$ cat src/rtl/mips_multicycle_control.sv
// Main control FSM for the multi-cycle MIPS datapath: Moore strobes decoded from the
// registered state, a run gate for new fetches, and a retired-instruction counter.
module mips_multicycle_control #(
  parameter int unsigned COUNT_WIDTH = 32,
  parameter logic [5:0]  OP_RTYPE    = 6'h00,
  parameter logic [5:0]  OP_LW       = 6'h23,
  parameter logic [5:0]  OP_SW       = 6'h2B,
  parameter logic [5:0]  OP_BEQ      = 6'h04,
  parameter logic [5:0]  OP_J        = 6'h02,
  parameter logic [5:0]  OP_ADDI     = 6'h08
) (
  input  logic                   clk,
  input  logic                   reset_n,
  input  logic                   run,
  input  logic [5:0]             opcode,
  output logic                   PCWrite,
  output logic                   PCWriteCond,
  output logic                   IorD,
  output logic                   MemRead,
  output logic                   MemWrite,
  output logic                   IRWrite,
  output logic                   MemtoReg,
  output logic                   RegDst,
  output logic                   RegWrite,
  output logic                   ALUSrcA,
  output logic [1:0]             ALUSrcB,
  output logic [1:0]             ALUOp,
  output logic [1:0]             PCSource,
  output logic [3:0]             state,
  output logic                   illegal_op,
  output logic [COUNT_WIDTH-1:0] instr_count
);

  typedef enum logic [3:0] {
    StInit    = 4'd0,
    StFetch   = 4'd1,
    StDecode  = 4'd2,
    StMemAddr = 4'd3,
    StMemRd   = 4'd4,
    StMemWb   = 4'd5,
    StMemWr   = 4'd6,
    StExec    = 4'd7,
    StRwb     = 4'd8,
    StBranch  = 4'd9,
    StJump    = 4'd10,
    StAddiEx  = 4'd11,
    StAddiWb  = 4'd12
  } state_e;

  state_e                 state_q, state_d;
  logic [COUNT_WIDTH-1:0] count_q;
  logic                   terminal;
  logic                   legal_op;

  assign legal_op = (opcode == OP_RTYPE) || (opcode == OP_LW) || (opcode == OP_SW) ||
                    (opcode == OP_BEQ) || (opcode == OP_J) || (opcode == OP_ADDI);

  // Every terminal state lasts exactly one cycle, so being in one marks a retirement.
  assign terminal = (state_q == StMemWb) || (state_q == StMemWr) || (state_q == StRwb) ||
                    (state_q == StBranch) || (state_q == StJump) || (state_q == StAddiWb);

  always_ff @(posedge clk or negedge reset_n) begin
    if (!reset_n) begin
      state_q <= StInit;
      count_q <= '0;
    end else begin
      state_q <= state_d;
      if (terminal) count_q <= count_q + COUNT_WIDTH'(1);
    end
  end

  always_comb begin
    state_d = StInit;
    case (state_q)
      StInit:    state_d = run ? StFetch : StInit;
      StFetch:   state_d = StDecode;
      StDecode: begin
        if ((opcode == OP_LW) || (opcode == OP_SW)) state_d = StMemAddr;
        else if (opcode == OP_RTYPE)                 state_d = StExec;
        else if (opcode == OP_BEQ)                   state_d = StBranch;
        else if (opcode == OP_J)                     state_d = StJump;
        else if (opcode == OP_ADDI)                  state_d = StAddiEx;
        else                                         state_d = run ? StFetch : StInit;
      end
      StMemAddr: state_d = (opcode == OP_LW) ? StMemRd : StMemWr;
      StMemRd:   state_d = StMemWb;
      StExec:    state_d = StRwb;
      StAddiEx:  state_d = StAddiWb;
      StMemWb, StMemWr, StRwb, StBranch, StJump, StAddiWb:
                 state_d = run ? StFetch : StInit;
      default:   state_d = StInit;
    endcase
  end

  always_comb begin
    PCWrite     = 1'b0;
    PCWriteCond = 1'b0;
    IorD        = 1'b0;
    MemRead     = 1'b0;
    MemWrite    = 1'b0;
    IRWrite     = 1'b0;
    MemtoReg    = 1'b0;
    RegDst      = 1'b0;
    RegWrite    = 1'b0;
    ALUSrcA     = 1'b0;
    ALUSrcB     = 2'b00;
    ALUOp       = 2'b00;
    PCSource    = 2'b00;
    illegal_op  = 1'b0;
    case (state_q)
      StFetch: begin
        MemRead = 1'b1;
        IRWrite = 1'b1;
        ALUSrcB = 2'b01;
        PCWrite = 1'b1;
      end
      StDecode: begin
        ALUSrcB    = 2'b11;
        illegal_op = !legal_op;
      end
      StMemAddr, StAddiEx: begin
        ALUSrcA = 1'b1;
        ALUSrcB = 2'b10;
      end
      StMemRd: begin
        MemRead = 1'b1;
        IorD    = 1'b1;
      end
      StMemWb: begin
        RegWrite = 1'b1;
        MemtoReg = 1'b1;
      end
      StMemWr: begin
        MemWrite = 1'b1;
        IorD     = 1'b1;
      end
      StExec: begin
        ALUSrcA = 1'b1;
        ALUOp   = 2'b10;
      end
      StRwb: begin
        RegWrite = 1'b1;
        RegDst   = 1'b1;
      end
      StBranch: begin
        ALUSrcA     = 1'b1;
        ALUOp       = 2'b01;
        PCWriteCond = 1'b1;
        PCSource    = 2'b01;
      end
      StJump: begin
        PCWrite  = 1'b1;
        PCSource = 2'b10;
      end
      StAddiWb:  RegWrite = 1'b1;
      default: ;
    endcase
  end

  assign state       = state_q;
  assign instr_count = count_q;

endmodule

$ cat config.mk
export PLATFORM = sky130hd
export DESIGN_NAME = mips_multicycle_control
export DESIGN_NICKNAME = d
export VERILOG_FILES = /design/src/rtl/mips_multicycle_control.sv
export SDC_FILE = /design/constraint.sdc
export NUM_CORES = 1
export LEC_CHECK = 0
export ABC_AREA = 0
export CAP_MARGIN = 20
export CORE_ASPECT_RATIO = 0.8
export CORE_MARGIN = 1.5
export CORE_UTILIZATION = 45
export DETAILED_ROUTE_END_ITERATION = 12
export PLACE_DENSITY = 0.86
export SYNTH_ARGS = -nofsm -noshare
export SYNTH_HDL_FRONTEND = slang
export SYNTH_SLANG_ARGS = --single-unit
export TNS_END_PERCENT = 5
$ cat constraint.sdc
create_clock -name clk -period 2 [get_ports clk]
set_input_delay 0.2 -clock clk [delete_from_list [all_inputs] [get_ports clk]]
set_output_delay 0.2 -clock clk [all_outputs]
set_load 0.05 [all_outputs]
==> run_results.csv, run 1 <==
group,metric,value,unit
run_status,outcome,"completed",
drt,drc,0,
placement,dp_cells,328,
sta,holdWs,0.341,ns
critical_path,crit_chain,"clkdlybuf4s50_1",
critical_path,crit_start,"state[2]$_DFF_PN0_",
synthesis,synth_edf_count,0,
clock_network,cts_buffers,5,
synthesis,synth_area,0.00208,sq mm
clock_network,post_cts_buffers,0,
global_routing,grt_usage,21.5,%
min_path,hp-class,"input pin to async pin",
clock_network,ctsHoldBuffers,0,
run,max_cap_violations,0,
synthesis,synthArstFlopShare,100,%
global_routing,antenna_found_initial,0,
final_layout,nNetsFinal,288,
sta,finalHoldViolCount,0,
critical_path,endpoint_kind,"output port",
placement,place_congestion,0.900,
drt,postRouteAntennaNets,0,
clock_network,clkTransAtPathRegs,0.07,ns
synthesis,ys_seq_elements,36,
global_routing,grt_max_degree,37,
critical_path,critical_path_buf_inv_count,1,
floorplan,fp.dieArea,0.00503,sq mm
critical_path,reg2reg_from,"state[1]$_DFF_PN0_",
pwr,finalPower,3.28,mW
floorplan,start_util,48.2,%
synthesis,synth-seq-area-share,43.4,%
drt,drt-initial-drc-count,124,
clock_network,worstSkewPairLatency,0.28,ns
critical_path,cp_data_required_time,1.80,ns
placement,hpwl,3710,um
floorplan,core,0.00431,sq mm
global_routing,grt_overflow_total,0,
synthesis,synthCells,216,
drt,via_per_inst,5.66,
placement,port-buffer-count,61,
sta,fmax,522,MHz
final_layout,antenna_cells,0,
final_layout,drive_above_1_share,15.8,%
pwr,p_per_area,1110,mW/mm^2
pwr,ir_worst_vdd,0.000691,V
sta,fin_setup_tns,0,ns
drt,drt-wirelength-per-cell,15.1,um
sta,worst_pin_slew,0.525,ns
critical_path,crit_family,"buffers and inverters",
sta,rsz0062_at_grt,"no",
sta,finalClockSkew,0.00153,ns
pwr,leakage,1.33,nW
critical_path,cp_slowest_cell,"clkdlybuf4s50_1",
final_layout,finalNonFillerCells,336,
drt,vias,1901,
clock_network,cts_resized,0,
floorplan,dieWidth,79.0,um
synthesis,syn-num-nets,226,
clock_network,cts.sinks,36,
synthesis,synth_ff_type,"dfrtp_1",
critical_path,arrival,1.71,ns
clock_network,cts_tree,"done",
drt,first_pass_iters,4,
clock_network,cts_max_level,2,
floorplan,num_rows,21,
global_routing,grt_pass1_wl,8530,um
sta,fin_crit,1.91,ns
sta,finalSetupViolations,0,
drt,wl,5090,um
synthesis,ys_types,43,
sta,finalWorstSetupSlack,0.0859,ns
clock_network,clock_path_buffers,2,
clock_network,cts-root-buf,"clkbuf_8",
placement,dpl_worst_slack,0.142,ns
sta,min_period_over_period,95.7,%
synthesis,syn_avg_cell_area,9.62,sq um
global_routing,grt_pass1_vias,1787,
floorplan,dieHeight,63.8,um
final_layout,area_growth,42.6,%
sta,slew_headroom,64.9,%
synthesis,synth_warnings,0,
critical_path,path_class,"register to output port",
critical_path,critPathMaxFanout,12,
sta,slew_viol_final,0,
critical_path,slowest_delay,0.88,ns
floorplan,pin_count,62,
critical_path,start_kind,"register",
[cell usage after synthesis, types with 2 or more instances]
cell type  count  share of area [%]
dfrtp_1       36                 43
xor2_1        27                 11
nor4_1        18                5.4
nand2_1       15                2.7
nor2_1        15                2.7
nor3_1        12                2.9
nand3_1       10                2.4
inv_1          8                1.4
and4_1         7                3.0
a21oi_1        6                1.4
nand4_1        6                1.8
xnor2_1        6                2.5
buf_4          4                1.4
clkbuf_1       4               0.72
nand2b_1       4                1.2
and3_1         3               0.90
buf_6          3                1.6
o21ai_0        3               0.72
and2_1         2               0.60
nor4_2         2                1.2
o21a_1         2               0.72
or3_1          2               0.60
[where the power goes]
group          switching [mW]  internal [mW]  total (mW)
Sequential              0.155          0.805       0.960
Combinational            1.15          0.657        1.81
Clock                   0.238          0.281       0.519
Total                    1.54           1.74        3.28
[metrics by stage]
| stage | utilization, % | area [sq um] |
|---|---|---|
| 3_3_place_gp | 66.6 | 2870 |
| 3_5_place_dp | 66.6 | 2870 |
| 4_1_cts | 68.7 | 2960 |
| 6_report | 68.7 | 2960 |
| 5_1_grt | 68.7 | 2960 |
| 2_1_floorplan | - | 2090 |
[worst paths after layout]
path | to | slack (ns) | depth (start not counted)
setup / recovery | state[2] | 0.09 | 1
max in group asynchronous | state[3]$_DFF_PN0_ | 1.32 | 2
hold / removal | instr_count[30]$_DFFE_PN0P_ | 0.34 | 2
setup reg to reg | instr_count[27]$_DFFE_PN0P_ | 0.25 | 5
hold reg to reg | instr_count[31]$_DFFE_PN0P_ | 0.48 | 1
min in group clk | instr_count[31]$_DFFE_PN0P_ | 0.48 | 1
[worst reg2reg max path, cell delays in order (launching register included)]
cell	delay, ns
dfrtp_1	0.58
o21a_1	0.18
o221ai_2	0.11
buf_12	0.19
nor4_1	0.38
xor2_1	0.23
[flip-flops by register name, indices dropped and copies added, names as in the netlist]
name / count
instr_count: 32
state: 4
[per-layer routing]
| metal | global-route usage [%] | up-vias | share of wire [%] |
|---|---|---|---|
| met5 | 0 | - | 0 |
| met4 | 6.58 | 0 | 0.88 |
| met3 | 4.43 | 6 | 5.1 |
| met2 | 33.9 | 64 | 49 |
| met1 | 29.9 | 933 | 45 |
| li1 | - | 898 | - |
[cell usage in the layout (no fill, tap or decap), types with 3 or more instances in the layout]
master           count
and4_1               7
dfrtp_1             35
o21ai_0              3
a21oi_1              6
nor4_1              18
nand2b_1             4
clkbuf_8             6
nand4_1              6
buf_12              15
xnor2_1              6
nor3_1              10
nor2_1              14
nand3_1             10
and3_1               3
xor2_1              27
nand2_1             15
inv_1                8
buf_4               11
clkdlybuf4s50_1     41
[layout make-up]
| type | instances | area [sq um] |
|---|---|---|
| fill | 334 | 1350 |
| tap | 57 | 71.3 |
| timing repair buffer | 67 | 793 |
| inverter | 8 | 30.0 |
| sequential | 36 | 902 |
| multi-input combinational | 160 | 1070 |
| clock buffer | 8 | 90.1 |
[logic make-up after synthesis]
group / share of synthesized area (%)
xor+xnor: 13.9
mux: 0.542
flops: 43.4
fa+ha+maj: 0.602
simple gates: 28.3
compound gates: 7.77
buf+inv: 5.48
Note: power is estimated with default switching activity, not from simulation.
==> run 2, diff against run 1 <==
--- a/config.mk
+++ b/config.mk
@@ -9,7 +9,7 @@
 export CAP_MARGIN = 20
 export CORE_ASPECT_RATIO = 0.8
 export CORE_MARGIN = 1.5
-export CORE_UTILIZATION = 45
+export CORE_UTILIZATION = 43
 export DETAILED_ROUTE_END_ITERATION = 12
 export PLACE_DENSITY = 0.86
 export SYNTH_ARGS = -nofsm -noshare
==> constraint.sdc (replaced) <==
create_clock -name clk -period 1.7 [get_ports clk]
set_input_delay 0.17 -clock clk [delete_from_list [all_inputs] [get_ports clk]]
set_output_delay 0.17 -clock clk [all_outputs]
set_load 0.05 [all_outputs]
==> run 2 against run 1 <==
Effect of this change:
- the run now ends with negative setup slack left
- clock power increased by 21%
- clock skew increased by 0.0042 ns
- clock-buffer cell count down 2
- global-route usage rose by 0.18 points
- register-to-register slack worse by 0.23 ns
- setup slack got worse by 0.095 ns
- critical path depth grew 4
- largest power group unchanged
==> run_results.csv, run 2 (synthesis results as in run 1) <==
group,metric,value,unit
critical_path,critical_path_buf_inv_count,2,
min_path,hp-class,"input pin to async pin",
drt,wl,5630,um
critical_path,cp_data_required_time,1.53,ns
placement,dpl_cell_area,0.00304,sq mm
placement,dpl_worst_slack,-0.0862,ns
floorplan,start_util,44.9,%
floorplan,num_rows,22,
final_layout,antenna_cells,0,
global_routing,antenna_found_initial,0,
sta,finalHoldViolCount,0,
clock_network,worstSkewPairLatency,0.29,ns
pwr,p_per_area,1300,mW/mm^2
clock_network,cts_tree,"done",
pwr,finalPower,4.23,mW
final_layout,largest_register_ffs,32,
final_layout,layout_commonest_cell,"buf_4",
critical_path,start_kind,"register",
sta,finalClockSkew,0.00577,ns
placement,place_congestion,0.881,
critical_path,path_class,"register to output port",
critical_path,ff2ff_path_depth,6,
floorplan,fp.dieArea,0.00526,sq mm
drt,postRouteAntennaNets,0,
placement,hpwl,3870,um
clock_network,cts-root-buf,"clkbuf_8",
final_layout,final_cell_mix,"60 x buf_4, 32 x dfrtp_1, 27 x xor2_1",
global_routing,grt_pass1_vias,1893,
sta,rsz0062_at_grt,"yes",
final_layout,area_growth,56.3,%
floorplan,pin_count,62,
sta,fin_crit,1.71,ns
sta,holdWs,0.301,ns
clock_network,cts_max_level,2,
sta,finalSetupViolations,2,
critical_path,crit_family,"simple AND/OR/NAND/NOR gates",
run_status,outcome,"finished, violations left",
pwr,ir_worst_vdd,0.000991,V
floorplan,core,0.00462,sq mm
floorplan,dieWidth,80.7,um
clock_network,cts.sinks,36,
critical_path,arrival,1.54,ns
critical_path,worst-path-stages,5,
clock_network,cts_buffers,5,
critical_path,crit_chain,"buf_4 -> nor2_4 -> nand3_1 -> and3b_1 -> buf_6",
clock_network,clock_path_buffers,2,
global_routing,grt_overflow_total,0,
drt,vias,2046,
global_routing,grt_pass1_wl,8840,um
global_routing,grt_max_degree,37,
final_layout,drive_above_1_share,41.7,%
drt,drt-initial-drc-count,125,
placement,port-buffer-count,61,
sta,slew_viol_final,0,
sta,finalWorstSetupSlack,-0.00948,ns
drt,drt-wirelength-per-cell,15.6,um
run,max_cap_violations,0,
run_status,violations,"negative setup slack",
pwr,leakage,1.55,nW
sta,fin_setup_tns,-0.0139,ns
clock_network,clkTransAtPathRegs,0.07,ns
sta,slew_headroom,67.2,%
critical_path,endpoint_kind,"output port",
global_routing,grt_usage,21.7,%
sta,worst_pin_slew,0.491,ns
drt,drc,0,
drt,first_pass_iters,5,
critical_path,slowest_delay,0.44,ns
final_layout,fin_area,0.00325,sq mm
critical_path,cp_slowest_cell,"dfrtp_2",
critical_path,critPathMaxFanout,7,
drt,via_per_inst,5.68,
sta,min_period_over_period,101,%
final_layout,nNetsFinal,309,
sta,fmax,585,MHz
floorplan,dieHeight,65.2,um
run 2: metrics by stage:
step	instances	util, %
2_1_floorplan	216	-
3_3_place_gp	349	65.7
3_5_place_dp	349	65.7
4_1_cts	360	68.7
6_report	360	70.2
5_1_grt	360	70.2
run 2: area by class of cell:
type | instances | area [sq um]
Multi-Input combinational cell | 160 | 1240
Clock inverter | 2 | 10.0
Timing Repair Buffer | 88 | 902
Inverter | 8 | 30.0
Fill cell | 328 | 1380
Clock buffer | 6 | 82.6
Sequential cell | 36 | 906
Tap cell | 60 | 75.1
run 2: power by group:
group	switching (mW)	internal, mW
combinational	1.53	0.961
clock	0.307	0.323
sequential	0.153	0.953
run 2: path summary, 6_finish.rpt:
| check | start | to | slack (ns) |
|---|---|---|---|
| max reg2reg | state[3]$_DFF_PN0_ | instr_count[26]$_DFFE_PN0P_ | 0.02 |
| min | reset_n | instr_count[10]$_DFFE_PN0P_ | 0.30 |
| max in group asynchronous | reset_n | state[3]$_DFF_PN0_ | 1.04 |
| min reg2reg | instr_count[31]$_DFFE_PN0P_ | instr_count[31]$_DFFE_PN0P_ | 0.47 |
| min in group clk | instr_count[31]$_DFFE_PN0P_ | instr_count[31]$_DFFE_PN0P_ | 0.47 |
| max | state[3]$_DFF_PN0_ | illegal_op | -0.009 |
run 2: what timing repair did:
action,4_1_cts,5_1_grt
hold buffers,0,0
setup endpoints to repair,10,25
gates resized for setup,10,12
buffers inserted,3,0
pin swaps,2,1
run 2: routing by layer:
metal	track usage (%)	part of all wire (%)	vias up	wire length, um
met5	0	0	-	0
met4	7.33	2.6	0	147
met3	5.14	4.8	20	272
met2	32.6	48	74	2710
met1	30.7	44	1009	2490
li1	-	-	943	-
==> run 3, diff against run 2 <==
--- a/config.mk
+++ b/config.mk
@@ -12,6 +12,8 @@
 export CORE_UTILIZATION = 43
 export DETAILED_ROUTE_END_ITERATION = 12
 export PLACE_DENSITY = 0.86
+export SETUP_SLACK_MARGIN = 0.05
+export SKIP_LAST_GASP = 1
 export SYNTH_ARGS = -nofsm -noshare
 export SYNTH_HDL_FRONTEND = slang
 export SYNTH_SLANG_ARGS = --single-unit
==> run 3 against run 2 <==
Effect of this change:
- the run still ends with negative setup slack left
- worst hold slack got worse by 0.011 ns
- global-route usage grew 1.0 points
- routed wire length up 3.5%
- critical path depth rose by 1
- critical path type is now register to register
==> run_results.csv, run 3 (synthesis results as in run 1) <==
group,metric,value,unit
run,max_cap_violations,0,
global_routing,grt_usage,22.7,%
pwr,p_int,2.30,mW
drt,wl,5820,um
final_layout,nNetsFinal,310,
pwr,p_sw,2.03,mW
sta,finalClockSkew,0.0119,ns
sta,slew_headroom,67.1,%
sta,slew_viol_final,0,
floorplan,core,0.00462,sq mm
pwr,pwr-share-clk,13.5,%
clock_network,cts_tree,"done",
clock_network,clock_path_buffers,2,
clock_network,cts-root-buf,"clkbuf_8",
critical_path,slowest_delay,0.47,ns
global_routing,antenna_found_initial,0,
clock_network,cts.sinks,36,
final_layout,fillers,331,
pwr,p_per_area,1300,mW/mm^2
run_status,violations,"negative setup slack",
drt,via_per_inst,5.63,
sta,fin_crit,1.73,ns
placement,hpwl,3970,um
final_layout,ff_latch_area,923,sq um
sta,worst_pin_slew,0.492,ns
pwr,swShare,47.0,%
floorplan,num_rows,22,
sta,holdWs,0.291,ns
min_path,hp-class,"input pin to async pin",
global_routing,grt_use_met1,30.6,%
run_status,outcome,"finished, violations left",
critical_path,cp_data_required_time,1.91,ns
pwr,p_comb_share,61.5,%
critical_path,path_class,"register to register",
critical_path,start_kind,"register",
pwr,leakage,1.54,nW
clock_network,cts_max_level,2,
final_layout,fin_util,72.3,%
sta,fin_setup_tns,-0.0319,ns
drt,postRouteAntennaNets,0,
final_layout,multi_input_area,0.00130,sq mm
drt,first_pass_iters,5,
sta,min_period_over_period,102,%
sta,finalWorstSetupSlack,-0.0319,ns
global_routing,met3_usage,4.86,%
sta,fmax,577,MHz
pwr,finalPower,4.33,mW
global_routing,grt_pass1_wl,9240,um
final_layout,antenna_cells,0,
clock_network,worstSkewPairLatency,0.29,ns
floorplan,pin_count,62,
sta,finalSetupViolations,1,
placement,dp_cells,346,
global_routing,grt_overflow_total,0,
global_routing,grt_pass1_vias,1984,
global_routing,grt_max_degree,37,
drt,drt-wirelength-per-cell,16.1,um
sta,finalHoldViolCount,0,
final_layout,drive_above_1_share,47.2,%
critical_path,arrival,1.94,ns
placement,port-buffer-count,61,
global_routing,grt-busiest-layer,"met2",
drt,drc,0,
pwr,power_frac_seq,25.0,%
final_layout,layout_commonest_cell,"buf_4",
global_routing,grtUsageMet2,37.1,%
final_layout,final_cell_mix,"56 x buf_4, 27 x xor2_1, 18 x dfrtp_1, 18 x dfrtp_2, 18 x buf_12",
clock_network,clkTransAtPathRegs,0.08,ns
drt,vias,2032,
placement,place_congestion,0.861,
critical_path,endpoint_kind,"register",
floorplan,start_util,44.9,%
final_layout,area_growth,61.0,%
critical_path,critPathMaxFanout,32,
clock_network,cts_buffers,5,
drt,drt-initial-drc-count,169,
sta,rsz0062_at_grt,"yes",
pwr,ir_worst_vdd,0.00141,V
critical_path,cp_slowest_cell,"dfrtp_2",
floorplan,fp.dieArea,0.00526,sq mm
final_layout,largest_register_ffs,32,
floorplan,dieWidth,80.7,um
final_layout,finalNonFillerCells,361,
floorplan,dieHeight,65.2,um
clock_network,ctsHoldBuffers,0,
critical_path,crit_chain,"buf_6 -> nand3_1 -> o221ai_2 -> buf_12 -> nor4_1 -> xor2_1",
-- run 3: worst max-delay path, delay by kind of cell, from the launching register on --
family          cells  cell delay, ns
simple gates        2            0.49
flops               1            0.47
buf+inv             2            0.35
xor+xnor            1            0.21
compound gates      1            0.11
-- run 3: power by group through the flow --
| stage | combinational, mW | sequential [mW] | clock [mW] |
|---|---|---|---|
| after global routing | 2.79 | 1.10 | 0.641 |
| after global placement | 2.48 | 1.09 | 0 |
| after floorplan | 1.25 | 1.40 | 0 |
| after CTS | 2.58 | 1.08 | 0.593 |
| after detailed placement | 2.52 | 1.10 | 0 |
| final | 2.66 | 1.08 | 0.585 |
-- run 3: repair_timing --
item	4_1_cts	5_1_grt
resized for setup	12	21
buffers inserted	2	5
setup endpoints to repair	15	35
pin swaps	5	3
-- run 3: per-stage QoR --
step / worst slack, ns / instance area [sq um]
2_1_floorplan: -0.0206 / 2220
3_3_place_gp: -0.0428 / 3070
3_5_place_dp: -0.104 / 3070
4_1_cts: -0.00137 / 3200
5_1_grt: -0.111 / 3340
6_report: -0.0319 / 3340
-- run 3: worst paths after layout --
check / cells past startpoint / from / slack (ns) / endpoint
max in group asynchronous: 2 / reset_n / 1.05 / state[1]$_DFF_PN0_
min in group clk: 1 / instr_count[6]$_DFFE_PN0P_ / 0.48 / instr_count[6]$_DFFE_PN0P_
worst min-delay path: 2 / reset_n / 0.29 / instr_count[20]$_DFFE_PN0P_
worst max-delay path: 6 / state[3]$_DFF_PN0_ / -0.03 / instr_count[10]$_DFFE_PN0P_
worst max register to register: 6 / state[3]$_DFF_PN0_ / -0.03 / instr_count[10]$_DFFE_PN0P_
worst min register to register: 1 / instr_count[6]$_DFFE_PN0P_ / 0.48 / instr_count[6]$_DFFE_PN0P_
-- run 3: area by class of cell --
type	instances	area share, %
well taps	60	2.24
clock inverters	1	0.150
clock buffers	7	2.28
repair buffers	89	27.9
multi-input cells	160	38.9
inverters	8	0.898
flip-flops and latches	36	27.6
-- run 3: layer usage --
layer	up-vias	wire, um
li1	950	-
met1	993	2610
met2	76	2830
met3	13	296
met4	0	88
met5	-	0
